**config.mk**
```make
export PLATFORM = sky130hd
export DESIGN_NAME = systolic_seq_ctrl_flat
export DESIGN_NICKNAME = d
export VERILOG_FILES = /design/src/rtl/systolic_seq_ctrl_pkg.sv /design/src/rtl/systolic_seq_ctrl_if.sv /design/src/rtl/systolic_skew_mux.sv /design/src/rtl/systolic_seq_ctrl.sv /design/src/flat_wrapper.sv
export SDC_FILE = /design/constraint.sdc
export NUM_CORES = 1
export LEC_CHECK = 0
export ABC_AREA = 0
export ABC_CLOCK_PERIOD_IN_PS = 16400
export CORE_ASPECT_RATIO = 0.6
export CORE_MARGIN = 2
export CORE_UTILIZATION = 44
export DETAILED_ROUTE_END_ITERATION = 10
export PLACE_DENSITY_LB_ADDON = 0.08
export SYNTH_ARGS = -nofsm -noshare
export SYNTH_HDL_FRONTEND = slang
export SYNTH_SLANG_ARGS = --single-unit
```
**constraint.sdc**
```tcl
create_clock -name clk -period 16.4 [get_ports clk]
set_input_delay 4.92 -clock clk [delete_from_list [all_inputs] [get_ports clk]]
set_output_delay 4.92 -clock clk [all_outputs]
set_load 0.005 [all_outputs]
```
**src/rtl/systolic_seq_ctrl_pkg.sv**
```systemverilog
// Shared types and sizing helpers for the systolic array sequencer.
// Sizes that depend on SIZE/DATA_WIDTH are provided as functions so every file derives them the same way.
package systolic_seq_ctrl_pkg;

  typedef enum logic [2:0] {
    ST_IDLE,
    ST_CLEAR,
    ST_FEED,
    ST_DRAIN,
    ST_CAPTURE,
    ST_HOLD
  } state_t;

  localparam int DEF_SIZE       = 3;
  localparam int DEF_DATA_WIDTH = 10;
  localparam int DRAIN_CYCLES   = 2;

  function automatic int feed_cycles(input int n);
    return 3*n - 2;
  endfunction

  function automatic int res_width(input int dw);
    return 2*dw;
  endfunction

endpackage

```
**src/rtl/systolic_seq_ctrl_if.sv**
```systemverilog
// Host/array-facing bus of the sequencer: operand loading, start/busy,
// skewed edge feeds, accumulator readback and the result handshake.
interface systolic_seq_ctrl_if
  import systolic_seq_ctrl_pkg::*;
#(
  parameter int SIZE       = DEF_SIZE,
  parameter int DATA_WIDTH = DEF_DATA_WIDTH
);
  localparam int RW    = $clog2(SIZE);
  localparam int RES_W = res_width(DATA_WIDTH);

  logic                           load_en;
  logic                           load_sel;
  logic [RW-1:0]                  load_row;
  logic [SIZE*DATA_WIDTH-1:0]     load_data;
  logic                           start;
  logic                           busy;
  logic                           array_rst_n;
  logic [SIZE*DATA_WIDTH-1:0]     a_feed;
  logic [SIZE*DATA_WIDTH-1:0]     b_feed;
  logic [SIZE*SIZE*RES_W-1:0]     c_in;
  logic [SIZE*SIZE*RES_W-1:0]     result;
  logic                           result_valid;
  logic                           result_ready;

  modport master (
    output load_en, load_sel, load_row, load_data, start, result_ready, c_in,
    input  busy, array_rst_n, a_feed, b_feed, result, result_valid
  );

  modport slave (
    input  load_en, load_sel, load_row, load_data, start, result_ready, c_in,
    output busy, array_rst_n, a_feed, b_feed, result, result_valid
  );

endinterface

```
**src/rtl/systolic_skew_mux.sv**
```systemverilog
// Picks the diagonal slice of A and B for feed step t: lane i carries
// A[i][t-i] on the west edge and B[t-i][i] on the north edge, zero outside the band.
module systolic_skew_mux #(
  parameter int SIZE       = 3,
  parameter int DATA_WIDTH = 10,
  parameter int CNT_W      = 4
) (
  input  logic [SIZE-1:0][SIZE-1:0][DATA_WIDTH-1:0] i_a,
  input  logic [SIZE-1:0][SIZE-1:0][DATA_WIDTH-1:0] i_b,
  input  logic [CNT_W-1:0]                          i_t,
  output logic [SIZE-1:0][DATA_WIDTH-1:0]           o_a,
  output logic [SIZE-1:0][DATA_WIDTH-1:0]           o_b
);

  always_comb begin
    o_a = '0;
    o_b = '0;
    for (int i = 0; i < SIZE; i++) begin
      for (int k = 0; k < SIZE; k++) begin
        if (int'(i_t) == i + k) begin
          o_a[i] = i_a[i][k];
          o_b[i] = i_b[k][i];
        end
      end
    end
  end

endmodule

```
**src/rtl/systolic_seq_ctrl.sv**
```systemverilog
// Sequencer for a SIZE x SIZE output-stationary systolic multiplier: buffers A/B,
// clears the array, streams skewed operands, waits out the pipeline and hands C to the host.
module systolic_seq_ctrl
  import systolic_seq_ctrl_pkg::*;
#(
  parameter int SIZE       = 3,
  parameter int DATA_WIDTH = 10
) (
  input  logic               clk,
  input  logic               rst,
  systolic_seq_ctrl_if.slave bus
);

  localparam int RES_W  = res_width(DATA_WIDTH);
  localparam int FEED_N = feed_cycles(SIZE);
  localparam int CNT_W  = $clog2(3*SIZE);

  typedef logic [SIZE-1:0][SIZE-1:0][DATA_WIDTH-1:0] mat_t;
  typedef logic [SIZE-1:0][DATA_WIDTH-1:0]           row_t;

  state_t                     r_state, w_next;
  logic [CNT_W-1:0]           r_t;
  mat_t                       r_a, r_b;
  row_t                       w_a_lane, w_b_lane;
  row_t                       r_a_feed, r_b_feed;
  logic [SIZE*SIZE*RES_W-1:0] r_result;
  logic                       r_busy, r_arst_n, r_valid;
  logic                       w_busy_d, w_arst_n_d, w_valid_d, w_cap;
  logic                       w_load, w_hs;

  // Buffers are only writable while idle; a same-cycle start still sees the new row.
  assign w_load = bus.load_en && (r_state == ST_IDLE) && (int'(bus.load_row) < SIZE);
  assign w_hs   = (r_state == ST_HOLD) && r_valid && bus.result_ready;

  always_ff @(posedge clk or posedge rst) begin
    if (rst) r_state <= ST_IDLE;
    else     r_state <= w_next;
  end

  always_comb begin
    w_next     = r_state;
    w_busy_d   = 1'b0;
    w_arst_n_d = 1'b1;
    w_valid_d  = 1'b0;
    w_cap      = 1'b0;
    unique case (r_state)
      ST_IDLE:    if (bus.start) w_next = ST_CLEAR;
      ST_CLEAR:   w_next = ST_FEED;
      ST_FEED:    if (r_t == CNT_W'(FEED_N - 1)) w_next = ST_DRAIN;
      ST_DRAIN:   if (r_t == CNT_W'(DRAIN_CYCLES - 1)) w_next = ST_CAPTURE;
      ST_CAPTURE: begin
        w_next = ST_HOLD;
        w_cap  = 1'b1;
      end
      ST_HOLD:    if (w_hs) w_next = ST_IDLE;
      default:    w_next = ST_IDLE;
    endcase
    // Outputs are registered from the next state so they line up with it.
    w_busy_d  = (w_next != ST_IDLE);
    w_valid_d = (w_next == ST_HOLD);
    if (w_next == ST_CLEAR)      w_arst_n_d = 1'b0;
    else if (r_state == ST_IDLE) w_arst_n_d = r_arst_n;
  end

  always_ff @(posedge clk or posedge rst) begin
    if (rst)                                          r_t <= '0;
    else if (w_next != r_state)                       r_t <= '0;
    else if (r_state == ST_FEED || r_state == ST_DRAIN) r_t <= r_t + CNT_W'(1);
  end

  always_ff @(posedge clk or posedge rst) begin
    if (rst) begin
      r_a <= '0;
      r_b <= '0;
    end else if (w_load) begin
      if (bus.load_sel) r_b[bus.load_row] <= bus.load_data;
      else              r_a[bus.load_row] <= bus.load_data;
    end
  end

  systolic_skew_mux #(
    .SIZE       (SIZE),
    .DATA_WIDTH (DATA_WIDTH),
    .CNT_W      (CNT_W)
  ) u_skew (
    .i_a (r_a),
    .i_b (r_b),
    .i_t (r_t),
    .o_a (w_a_lane),
    .o_b (w_b_lane)
  );

  always_ff @(posedge clk or posedge rst) begin
    if (rst) begin
      r_busy   <= 1'b0;
      r_arst_n <= 1'b0;
      r_valid  <= 1'b0;
      r_a_feed <= '0;
      r_b_feed <= '0;
      r_result <= '0;
    end else begin
      r_busy   <= w_busy_d;
      r_arst_n <= w_arst_n_d;
      r_valid  <= w_valid_d;
      r_a_feed <= (r_state == ST_FEED) ? w_a_lane : '0;
      r_b_feed <= (r_state == ST_FEED) ? w_b_lane : '0;
      if (w_cap) r_result <= bus.c_in;
    end
  end

  assign bus.busy         = r_busy;
  assign bus.array_rst_n  = r_arst_n;
  assign bus.a_feed       = r_a_feed;
  assign bus.b_feed       = r_b_feed;
  assign bus.result       = r_result;
  assign bus.result_valid = r_valid;

endmodule

```
**src/flat_wrapper.sv**
```systemverilog
// flat-port wrapper written by rule: the top's interface ports become plain ports
module systolic_seq_ctrl_flat import systolic_seq_ctrl_pkg::*;
#(
  parameter int SIZE       = 3,
  parameter int DATA_WIDTH = 10
)
  (clk, rst, bus_load_en, bus_load_sel, bus_load_row, bus_load_data, bus_start, bus_result_ready, bus_c_in, bus_busy, bus_array_rst_n, bus_a_feed, bus_b_feed, bus_result, bus_result_valid);
  systolic_seq_ctrl_if #(.SIZE(SIZE), .DATA_WIDTH(DATA_WIDTH)) bus_i ();
  input  logic clk;
  input  logic rst;
  input wire logic [$bits(bus_i.load_en)-1:0] bus_load_en;
  input wire logic [$bits(bus_i.load_sel)-1:0] bus_load_sel;
  input wire logic [$bits(bus_i.load_row)-1:0] bus_load_row;
  input wire logic [$bits(bus_i.load_data)-1:0] bus_load_data;
  input wire logic [$bits(bus_i.start)-1:0] bus_start;
  input wire logic [$bits(bus_i.result_ready)-1:0] bus_result_ready;
  input wire logic [$bits(bus_i.c_in)-1:0] bus_c_in;
  output wire logic [$bits(bus_i.busy)-1:0] bus_busy;
  output wire logic [$bits(bus_i.array_rst_n)-1:0] bus_array_rst_n;
  output wire logic [$bits(bus_i.a_feed)-1:0] bus_a_feed;
  output wire logic [$bits(bus_i.b_feed)-1:0] bus_b_feed;
  output wire logic [$bits(bus_i.result)-1:0] bus_result;
  output wire logic [$bits(bus_i.result_valid)-1:0] bus_result_valid;
  assign bus_i.load_en = bus_load_en;
  assign bus_i.load_sel = bus_load_sel;
  assign bus_i.load_row = bus_load_row;
  assign bus_i.load_data = bus_load_data;
  assign bus_i.start = bus_start;
  assign bus_i.result_ready = bus_result_ready;
  assign bus_i.c_in = bus_c_in;
  assign bus_busy = bus_i.busy;
  assign bus_array_rst_n = bus_i.array_rst_n;
  assign bus_a_feed = bus_i.a_feed;
  assign bus_b_feed = bus_i.b_feed;
  assign bus_result = bus_i.result;
  assign bus_result_valid = bus_i.result_valid;
  systolic_seq_ctrl #(.SIZE(SIZE), .DATA_WIDTH(DATA_WIDTH)) u_core (.clk(clk), .rst(rst), .bus(bus_i));
endmodule
```
==> impl_metrics.json <==
{
  "yosys_most_used_dff": "dfrtp_1",
  "ys_seq_area_frac": 0.642,
  "ys_seq_elements": 430,
  "fmax_mhz": 142,
  "hold_buffers": 0,
  "leakagePower_nw": 10.1,
  "powerDensity_nw_per_um2": 183,
  "fill_cells": 2989,
  "setup.worst_path.start_class": "input pin",
  "rows": 55,
  "clock_path_buffers": 3,
  "worstSetupStartpoint": "rst",
  "critPathKind": "input pin to async pin",
  "r2r_start": "u_core.r_state[1]$_DFF_PP0_",
  "synth_nets": 1335,
  "crit_arrival_ps": 7680,
  "worst_hold_path_type": "flip-flop to flip-flop",
  "placed_area_um2": 21800,
  "portBuffers": 460,
  "synthArstFlopShare": 1.00,
  "setup_slack_ps": 9340,
  "synthTopCellsByArea": "dfrtp_1 64%, mux2_2 23%, a221oi_1 3.1%",
  "nNetsFinal": 1787,
  "vias": 11000,
  "gp_congestion": 0.779,
  "ios": 461,
  "synthCells": 1113,
  "drtIter0Drc": 738,
  "antennaDiodeCount": 0,
  "status": "finished, final reports clean",
  "syn-cell-area_um2": 16800,
  "ys_types": 42,
  "cts_resized": 0,
  "finalWirelength_um": 45200,
  "cts_post_setup_buffers_inserted": 0,
  "grt_overflow_total": 0,
  "endpoint_kind": "async pin",
  "numCtsBuffers": 42,
  "max-cap-violations": 0,
  "antenna_found_initial": 2,
  "drv_slew": 0,
  "drive_above_1_share": 0.282,
  "synth_common_cells": "430 x dfrtp_1, 348 x mux2_2, 64 x nor3_1, 63 x nor2_1, 60 x a221oi_1",
  "synth_enable_flop_cells": 0,
  "setup_tns_ps": 0,
  "final_core_util": 0.616,
  "rrSetupSlack_ps": 13260,
  "clock-sinks": 430,
  "worstSkewPairLatency_ps": 550,
  "die-area_um2": 39700,
  "multi_input_area_um2": 5630,
  "worst_pin_slew_ps": 1140,
  "final-seq-area_um2": 10800,
  "synth.top_cell.area_share": 0.642,
  "finalPower_mw": 4.24,
  "fin_crit_sh": 0.430,
  "crit_fanout": 158,
  "grt_max_degree": 159,
  "grt_pass1_vias": 11400,
  "stdcell_area_um2": 23200,
  "finClkSkew_ps": 12.5,
  "grt_usage": 0.226,
  "yosys_warnings": 0,
  "first_pass_iters": 5,
  "area_growth_syn_to_layout_pct": 38.2,
  "fin_cells": 2106,
  "cts_tree": "built",
  "grt_pass1_wl_um": 69500,
  "ant_nets": 0,
  "dp_cells": 2034,
  "core_area_um2": 37600,
  "die_x_um": 256,
  "avgRoutedWirePerCell_um": 21.5,
  "ir_drop_mv": 0.0845,
  "htree_levels": 2,
  "layout_min_cycle_time_ps": 7060,
  "timing.slew.headroom": 0.239,
  "yosys.area.top_type": "dfrtp_1",
  "hold_path.startpoint": "u_core.bus.result[98]$_DFFE_PP0P_",
  "hold_ws_ps": 484,
  "post-route-drc-count": 0,
  "post-dp-hpwl_um": 30900,
  "die_h_um": 155,
  "start_util": 0.446,
  "rsz0062_at_grt": "false",
  "syn_area_per_cell_um2": 15.1,
  "synth.most_common_cell": "dfrtp_1",
  "root_buffer": "clkbuf_16",
  "setup_viol": 0,
  "final-hold-violation-count": 0,
  "dpl_worst_slack_ps": 8510,
  "critical_path_required_ps": 17020,
  "vias_per_cell": 5.24,
  "clk_pin_slew_ps": 60
}
cell families (layout without fill, tap and decap cells):
kind of cell / Yosys count / after routing / synth area share
DFF: 430 / 430 / 0.642
muxes: 362 / 362 / 0.243
and+or+nand+nor: 159 / 159 / 0.0491
buffers and inverters: 80 / 560 / 0.0245
AOI/OAI and AO/OA: 77 / 77 / 0.0383
adders and majority gates: 4 / 4 / 0.00298
xor gates and xnor gates: 1 / 1 / 0.000522
registers in the layout, summed over array words and instances (netlist names):
signal and cells:
u_core.r_a 90, u_core.bus.result 180, u_core.bus.a_feed 30, u_core.bus.busy 1
u_core.r_state 3, u_core.bus.array_rst_n 1, u_core.bus.result_valid 1, u_core.r_t 4
u_core.bus.b_feed 30, u_core.r_b 90
critical path, stage by stage:
cell and delay (ps):
clkdlybuf4s50_1 460, clkinvlp_4 160, buf_12 470, buf_4 850
buf_4 660
cell type report:
type,count,area share
clock buffers,58,0.0514
inverters,6,0.00113
flip-flops and latches,430,0.464
multi-input cells,603,0.243
well taps,513,0.0277
repair buffers,482,0.206
clock inverters,14,0.00615
where the power goes:
part | switching, mW | internal (mW)
Clock | 0.407 | 0.540
Combinational | 0.590 | 0.930
Sequential | 0.240 | 1.53
Total | 1.24 | 3.00
layout by cell type, fill, tap and decap left out, types with 2 or more instances in the layout:
cell type,netlist,layout
a211oi_1,2,2
a21oi_1,2,2
a221oi_1,60,60
a2bb2oi_1,2,2
a31oi_1,2,2
buf_4,3,21
bufinv_16,0,2
clkbuf_1,26,8
clkbuf_16,0,42
clkbuf_8,0,8
clkdlybuf4s50_1,0,460
clkinv_2,0,8
dfrtp_1,430,430
ha_1,4,4
inv_1,5,4
inv_6,0,2
mux2_1,12,12
mux2_2,348,348
mux2i_1,2,2
nand2_1,3,2
nand2b_1,2,2
nand3_1,3,3
nand3b_1,2,2
nand4_1,2,2
nor2_1,63,63
nor2b_1,2,2
nor3_1,64,64
nor3b_2,0,3
nor4_4,2,2
nor4b_2,0,3
o21ai_0,4,4
or3b_2,2,2
per-layer routing:
metal / vias up / share of wire / global-route usage
met5: - / 0 / 0
met4: 0 / 0.015 / 0.0476
met3: 54 / 0.048 / 0.0494
met2: 235 / 0.49 / 0.367
met1: 5808 / 0.45 / 0.316
li1: 4938 / - / -
path summary, 6_finish.rpt:
check                      cells after the start                                end
max reg2reg                                    4         u_core.r_b[65]$_DFFE_PP0P_
min reg2reg                                    1  u_core.bus.result[98]$_DFFE_PP0P_
min                                            1  u_core.bus.result[98]$_DFFE_PP0P_
max                                            5   u_core.bus.result[3]$_DFFE_PP0P_
max in group clk                               5         u_core.r_b[65]$_DFFE_PP0P_
min in group asynchronous                      2     u_core.bus.b_feed[9]$_DFF_PP0_
No activity file was read; power rests on OpenSTA's default activity.
